File: src/rtl/stopwatch_pkg.sv
// Shared constants, types and helper functions for the stopwatch digit chain.
package stopwatch_pkg;

    // Default width of one digit field.
    localparam int DIGIT_W_DEF = 4;

    // Per-digit moduli, least significant digit in the lowest nibble.
    // mm:ss -> 10, 6, 10, 6
    localparam logic [15:0] MOD_MMSS   = 16'h6A6A;
    // hh:mm:ss -> 10, 6, 10, 6, 10, 3 (hours tens digit limited to 0..2)
    localparam logic [23:0] MOD_HHMMSS = 24'h3A6A6A;

    // Widest modulus vector the extraction helper accepts.
    localparam int MAX_VEC_W = 256;

    // Lap display state: live count shown, or captured lap value held.
    typedef enum logic {
        LAP_LIVE = 1'b0,
        LAP_HELD = 1'b1
    } lap_state_t;

    // Pull the modulus of digit idx out of a packed modulus vector.
    function automatic logic [31:0] mod_field(input logic [MAX_VEC_W-1:0] vec,
                                              input int idx,
                                              input int width);
        logic [MAX_VEC_W-1:0] shifted;
        logic [31:0]          mask;
        shifted = vec >> (idx * width);
        mask    = (32'd1 << width) - 32'd1;
        return shifted[31:0] & mask;
    endfunction

    // Limit a preset digit to the top of its range (modulus - 1).
    function automatic logic [31:0] clamp_digit(input logic [31:0] value,
                                                input logic [31:0] modulus);
        return (value >= modulus) ? (modulus - 32'd1) : value;
    endfunction

endpackage

File: src/rtl/stopwatch_chain_counter_mod_digit.sv
// One modulo-N digit: clear, clamped preset, and single up/down step.
module mod_digit
    import stopwatch_pkg::*;
#(
    parameter int W = 4
) (
    input  logic         clk,
    input  logic         reset,
    input  logic         clear,
    input  logic         load,
    input  logic [W-1:0] load_digit,
    input  logic [W-1:0] modulus,
    input  logic         step,
    input  logic         down,
    output logic [W-1:0] value,
    output logic         is_max,
    output logic         is_zero
);

    assign is_max  = (value == (modulus - W'(1)));
    assign is_zero = (value == '0);

    // Digit register: reset and clear win over preset, preset wins over a step.
    always_ff @(posedge clk) begin
        if (reset) begin
            value <= '0;
        end else if (clear) begin
            value <= '0;
        end else if (load) begin
            value <= W'(clamp_digit(32'(load_digit), 32'(modulus)));
        end else if (step) begin
            if (down) begin
                value <= is_zero ? (modulus - W'(1)) : (value - W'(1));
            end else begin
                value <= is_max ? '0 : (value + W'(1));
            end
        end
    end

endmodule

File: src/rtl/stopwatch_chain_counter.sv
// Cascade of modulo-N digits with up/down, preset, wrap/saturate and lap freeze.
module stopwatch_chain_counter
    import stopwatch_pkg::*;
#(
    parameter int                        DIGITS   = 4,
    parameter int                        DIGIT_W  = DIGIT_W_DEF,
    parameter logic [DIGITS*DIGIT_W-1:0] MOD_VEC  = MOD_MMSS,
    parameter bit                        SATURATE = 1'b0
) (
    input  logic                      clk,
    input  logic                      reset,
    input  logic                      tick_en,
    input  logic                      run,
    input  logic                      clear,
    input  logic                      down,
    input  logic                      load,
    input  logic [DIGITS*DIGIT_W-1:0] load_val,
    input  logic                      lap,
    output logic [DIGITS*DIGIT_W-1:0] count,
    output logic [DIGITS*DIGIT_W-1:0] display,
    output logic                      frozen,
    output logic                      carry_out,
    output logic                      at_max,
    output logic                      at_zero
);

    logic [DIGITS-1:0]         dig_max;
    logic [DIGITS-1:0]         dig_zero;
    logic [DIGITS-1:0]         up_en;
    logic [DIGITS-1:0]         dn_en;
    logic [DIGITS-1:0]         dig_step;
    logic                      step_req;
    logic                      end_hit;
    logic                      step_go;
    logic                      carry_next;
    logic [DIGITS*DIGIT_W-1:0] lap_reg;
    logic                      capture;
    lap_state_t                lap_state;
    lap_state_t                lap_next;

    genvar gi;
    generate
        for (gi = 0; gi < DIGITS; gi++) begin : g_digit
            localparam logic [DIGIT_W-1:0] MOD_I =
                DIGIT_W'(mod_field(MAX_VEC_W'(MOD_VEC), gi, DIGIT_W));

            mod_digit #(
                .W (DIGIT_W)
            ) u_digit (
                .clk        (clk),
                .reset      (reset),
                .clear      (clear),
                .load       (load),
                .load_digit (load_val[gi*DIGIT_W +: DIGIT_W]),
                .modulus    (MOD_I),
                .step       (dig_step[gi]),
                .down       (down),
                .value      (count[gi*DIGIT_W +: DIGIT_W]),
                .is_max     (dig_max[gi]),
                .is_zero    (dig_zero[gi])
            );
        end
    endgenerate

    assign at_max  = &dig_max;
    assign at_zero = (count == '0);

    assign step_req   = run && tick_en && !clear && !load;
    assign end_hit    = down ? at_zero : at_max;
    assign step_go    = step_req && !(SATURATE && end_hit);
    assign carry_next = step_req && end_hit && !SATURATE;

    // Ripple enables: a digit moves only when every lower digit is at its turnover value.
    always_comb begin
        up_en    = '0;
        dn_en    = '0;
        dig_step = '0;
        up_en[0] = 1'b1;
        dn_en[0] = 1'b1;
        for (int i = 1; i < DIGITS; i++) begin
            up_en[i] = up_en[i-1] & dig_max[i-1];
            dn_en[i] = dn_en[i-1] & dig_zero[i-1];
        end
        for (int i = 0; i < DIGITS; i++) begin
            dig_step[i] = step_go && (down ? dn_en[i] : up_en[i]);
        end
    end

    // Whole-chain turnover pulse, one cycle after the stepping edge.
    always_ff @(posedge clk) begin
        if (reset) begin
            carry_out <= 1'b0;
        end else begin
            carry_out <= carry_next;
        end
    end

    // Lap state register.
    always_ff @(posedge clk) begin
        if (reset) begin
            lap_state <= LAP_LIVE;
        end else begin
            lap_state <= lap_next;
        end
    end

    // Lap toggle: capture on entry to hold, release on the next lap; clear forces live.
    always_comb begin
        lap_next = lap_state;
        capture  = 1'b0;
        if (clear) begin
            lap_next = LAP_LIVE;
        end else if (lap) begin
            case (lap_state)
                LAP_LIVE: begin
                    lap_next = LAP_HELD;
                    capture  = 1'b1;
                end
                LAP_HELD: begin
                    lap_next = LAP_LIVE;
                end
                default: begin
                    lap_next = LAP_LIVE;
                end
            endcase
        end
    end

    // Lap value holds the count as it stood before any same-cycle step or preset.
    always_ff @(posedge clk) begin
        if (reset) begin
            lap_reg <= '0;
        end else if (clear) begin
            lap_reg <= '0;
        end else if (capture) begin
            lap_reg <= count;
        end
    end

    assign frozen  = (lap_state == LAP_HELD);
    assign display = frozen ? lap_reg : count;

endmodule
File: config.mk
export PLATFORM = sky130hd
export DESIGN_NAME = stopwatch_chain_counter
export DESIGN_NICKNAME = d
export VERILOG_FILES = /design/src/rtl/stopwatch_pkg.sv /design/src/rtl/stopwatch_chain_counter_mod_digit.sv /design/src/rtl/stopwatch_chain_counter.sv
export SDC_FILE = /design/constraint.sdc
export NUM_CORES = 1
export LEC_CHECK = 0
export CAP_MARGIN = 30
export CORE_MARGIN = 8
export CORE_UTILIZATION = 53
export CTS_CLUSTER_DIAMETER = 40
export DETAILED_ROUTE_END_ITERATION = 7
export PLACE_DENSITY_LB_ADDON = 0.12
export REMOVE_ABC_BUFFERS = 1
export SYNTH_ARGS = -nofsm -noshare
export SYNTH_HDL_FRONTEND = slang
export SYNTH_SLANG_ARGS = --single-unit
export TNS_END_PERCENT = 5
File: constraint.sdc
create_clock -name clk -period 5.4 [get_ports clk]
set_input_delay 0.54 -clock clk [delete_from_list [all_inputs] [get_ports clk]]
set_output_delay 0.54 -clock clk [all_outputs]
set_load 0.01 [all_outputs]
==> summary.txt <==
Timing
  – Final setup TNS: 0 ns
  – Crit share post-route: 0.577
  – Max_slew headroom: 0.357
  – RSZ-0062 raised after global routing: no
  – Worst Clk Skew: 0.00485 ns
  – Final setup fails: 0
  – Hold Vio Cnt, Final: 0
  – Fmax: 321 MHz
  – Post-layout minimum cycle time: 3.12 ns
  – Worst Tran Pin Value: 0.964 ns
  – Fin. max-slew vios: 0

Synthesis
  – Most used DFF post-synth: dfxtp_1
  – Synth unique cells: 58
  – Yosys reg bits: 34
  – EDFF count, synth: 0
  – Top post-synthesis cells by count: nand2_1, dfxtp_1, a21oi_1, clkbuf_1, o21ai_0
  – Asr flop ratio synth: 0
  – Synth Instances: 305
  – Most common cell in the netlist: nand2_1
  – Sequential share of the synthesized area: 0.302
  – Area leader, netlist: dfxtp_1
  – Synth top area share: 0.302
  – Synth area leaders: dfxtp_1, nand2_1, a21oi_1
  – YS warnings: 0
  – Syn_area_per_cell: 7.40 µm²
  – Cell Area, Synth: 2260 µm²

Die
  – Die X: 81.3 µm
  – Ports: 60
  – Die H: 81.3 µm
  – Die area: 6600 µm²
  – Core Rows: 23
  – Starting Density: 0.556
  – Core area: 4060 µm²

Place
  – Port Buffers: 59
  – Dpl cells: 385
  – DPL Wire Length: 4.43 mm
  – Placed cell area: 2800 µm²
  – GPL Wtd Cong: 0.863

GRT
  – First-pass GRT wire length: 10.5 mm
  – Vias in the first global route: 2226
  – Largest net degree at the start of global routing: 33
  – GRT Residual Overflow: 0
  – Initial antenna violation count: 0
  – Gr usage total: 0.198

Clocking
  – CTS tree: built
  – Cts repair resizes: 0
  – Hold_buf cts: 0
  – Post-CTS Setup Bufs: 0
  – Clk_lat worst skew: 0.29 ns
  – CTS H-tree depth: 2
  – Clock slew at reported path FFs: 0.07 ns
  – Sink Count: 34
  – Clk Tree Root Cell: clkbuf_8
  – CTS Buffer Depth: 2
  – TritonCTS Buffers: 5

Detailed routing
  – Routed vias: 2375
  – Met3 routed WL: 394 µm
  – DR vias/cell: 6.04
  – Max layer used: met4
  – Met1 Wirelength: 2.62 mm
  – Routed length per placed instance: 16.1 µm
  – Final WL: 6.32 mm
  – Initial DRC Count: 272
  – Final ANT Viol Nets: 0
  – # DRC: 0
  – Drt first pass iters: 5
  – Routed wl met2: 3.21 mm

Power
  – Sw frac: 0.279
  – Max rail drop VDD: 0.000124 V
  – Leakage: 0.946 nW
  – Comb pwr share: 0.192
  – Sw power: 0.000162 W
  – Part of the power in registers: 0.470
  – PwrDens: 200 nW/µm²
  – Clock power share: 0.337
  – Power, Total: 0.000579 W
  – Internal: 0.000417 W

Setup path
  – CP Capture Type: register
  – Worst Setup Path Type: in2reg
  – R2r worst-path depth: 5
  – Worst-path fanout max: 25
  – WP data required: 5.62 ns
  – Critical Path Start Type: primary input
  – R2R Setup Slk: 3.02 ns
  – Crit path DAT: 3.34 ns

Cells and area
  – Non-filler instance count after layout: 393
  – Finished Core Util: 0.714
  – Share of layout cells above drive strength 1: 0.0671
  – Nets: 366
  – Antenna cells: 0
  – Area growth syn-to-layout: 28.3%
  – Design Area, Final: 2900 µm²

Worst hold path
  – Worst hold path depth: 2
  – Worst hold path type: reg2reg

Job
  – Maxcap violations: 0

Run status
  – Status: finished, final reports clean
power groups by stage:
stage / Combinational [W] / Sequential (W) / Clock (W)
4_1_cts: 0.000111 / 0.000272 / 0.000199
3_3_place_gp: 0.000108 / 0.000277 / 0
5_1_grt: 0.000120 / 0.000274 / 0.000213
6_report: 0.000111 / 0.000272 / 0.000195
3_5_place_dp: 0.000110 / 0.000278 / 0
2_1_floorplan: 0.0000539 / 0.000275 / 0
layout by cell type, fill, tap and decap left out, drive strengths merged, types with 3 or more instances in the layout:
master          n
nand2          47
clkbuf          7
nor2b           8
xnor2           4
nand4           3
a31oi           4
nor3b           3
nor3            6
o21ai          19
nor2           16
o211ai          3
nand2b         13
nand3           5
dfxtp          34
a221oi          3
a21oi          30
clkdlybuf4s50  59
a211oi          7
nor4            3
nand3b          4
or3             3
mux2           12
inv             6
stage by stage:
step | setup WS [ns] | hold slack (ns)
5_1_grt | 2.16 | 0.478
3_3_place_gp | 2.12 | 0.438
6_report | 2.28 | 0.453
3_5_place_dp | 2.02 | 0.446
2_1_floorplan | 3.13 | 0.433
4_1_cts | 2.32 | 0.456
area by class of cell:
class,count,area (µm²)
sequential,34,681
inverter,6,22.5
multi-input combinational,235,1440
clock inverter,1,5.00
fill,354,1160
tap,50,62.6
clock buffer,7,86.3
timing repair buffer,60,602
kinds of logic (layout without fill, tap and decap cells):
kind of cell,Yosys count,after routing,synth area share
xor gates and xnor gates,6,6,0.0233
DFF,34,34,0.302
AOI/OAI and AO/OA,87,87,0.246
buffers and inverters,36,74,0.0621
muxes,14,14,0.0687
and+or+nand+nor,128,128,0.299
worst max-delay path, cell delays in order:
cell and delay [ns]:
clkdlybuf4s50_1 0.84, and2b_4 0.49, or3b_1 0.38, a211o_1 0.37
or4_1 0.54, a21boi_1 0.17
worst paths after layout:
| check | startpoint | endpoint |
|---|---|---|
| worst min register to register | lap_reg[2] | lap_reg[2] |
| worst min-delay path | lap_reg[2] | lap_reg[2] |
| worst max-delay path | down | g_digit[3].u_digit.value[3] |
| worst max register to register | g_digit[1].u_digit.value[2] | g_digit[3].u_digit.value[3] |
routing by layer:
layer | up-vias | GRT usage
met4 | 0 | 0.0714
met1 | 1108 | 0.234
met5 | - | 0
met3 | 10 | 0.0442
met2 | 81 | 0.343
li1 | 1176 | -
Note: power is estimated with default switching activity, not from simulation.
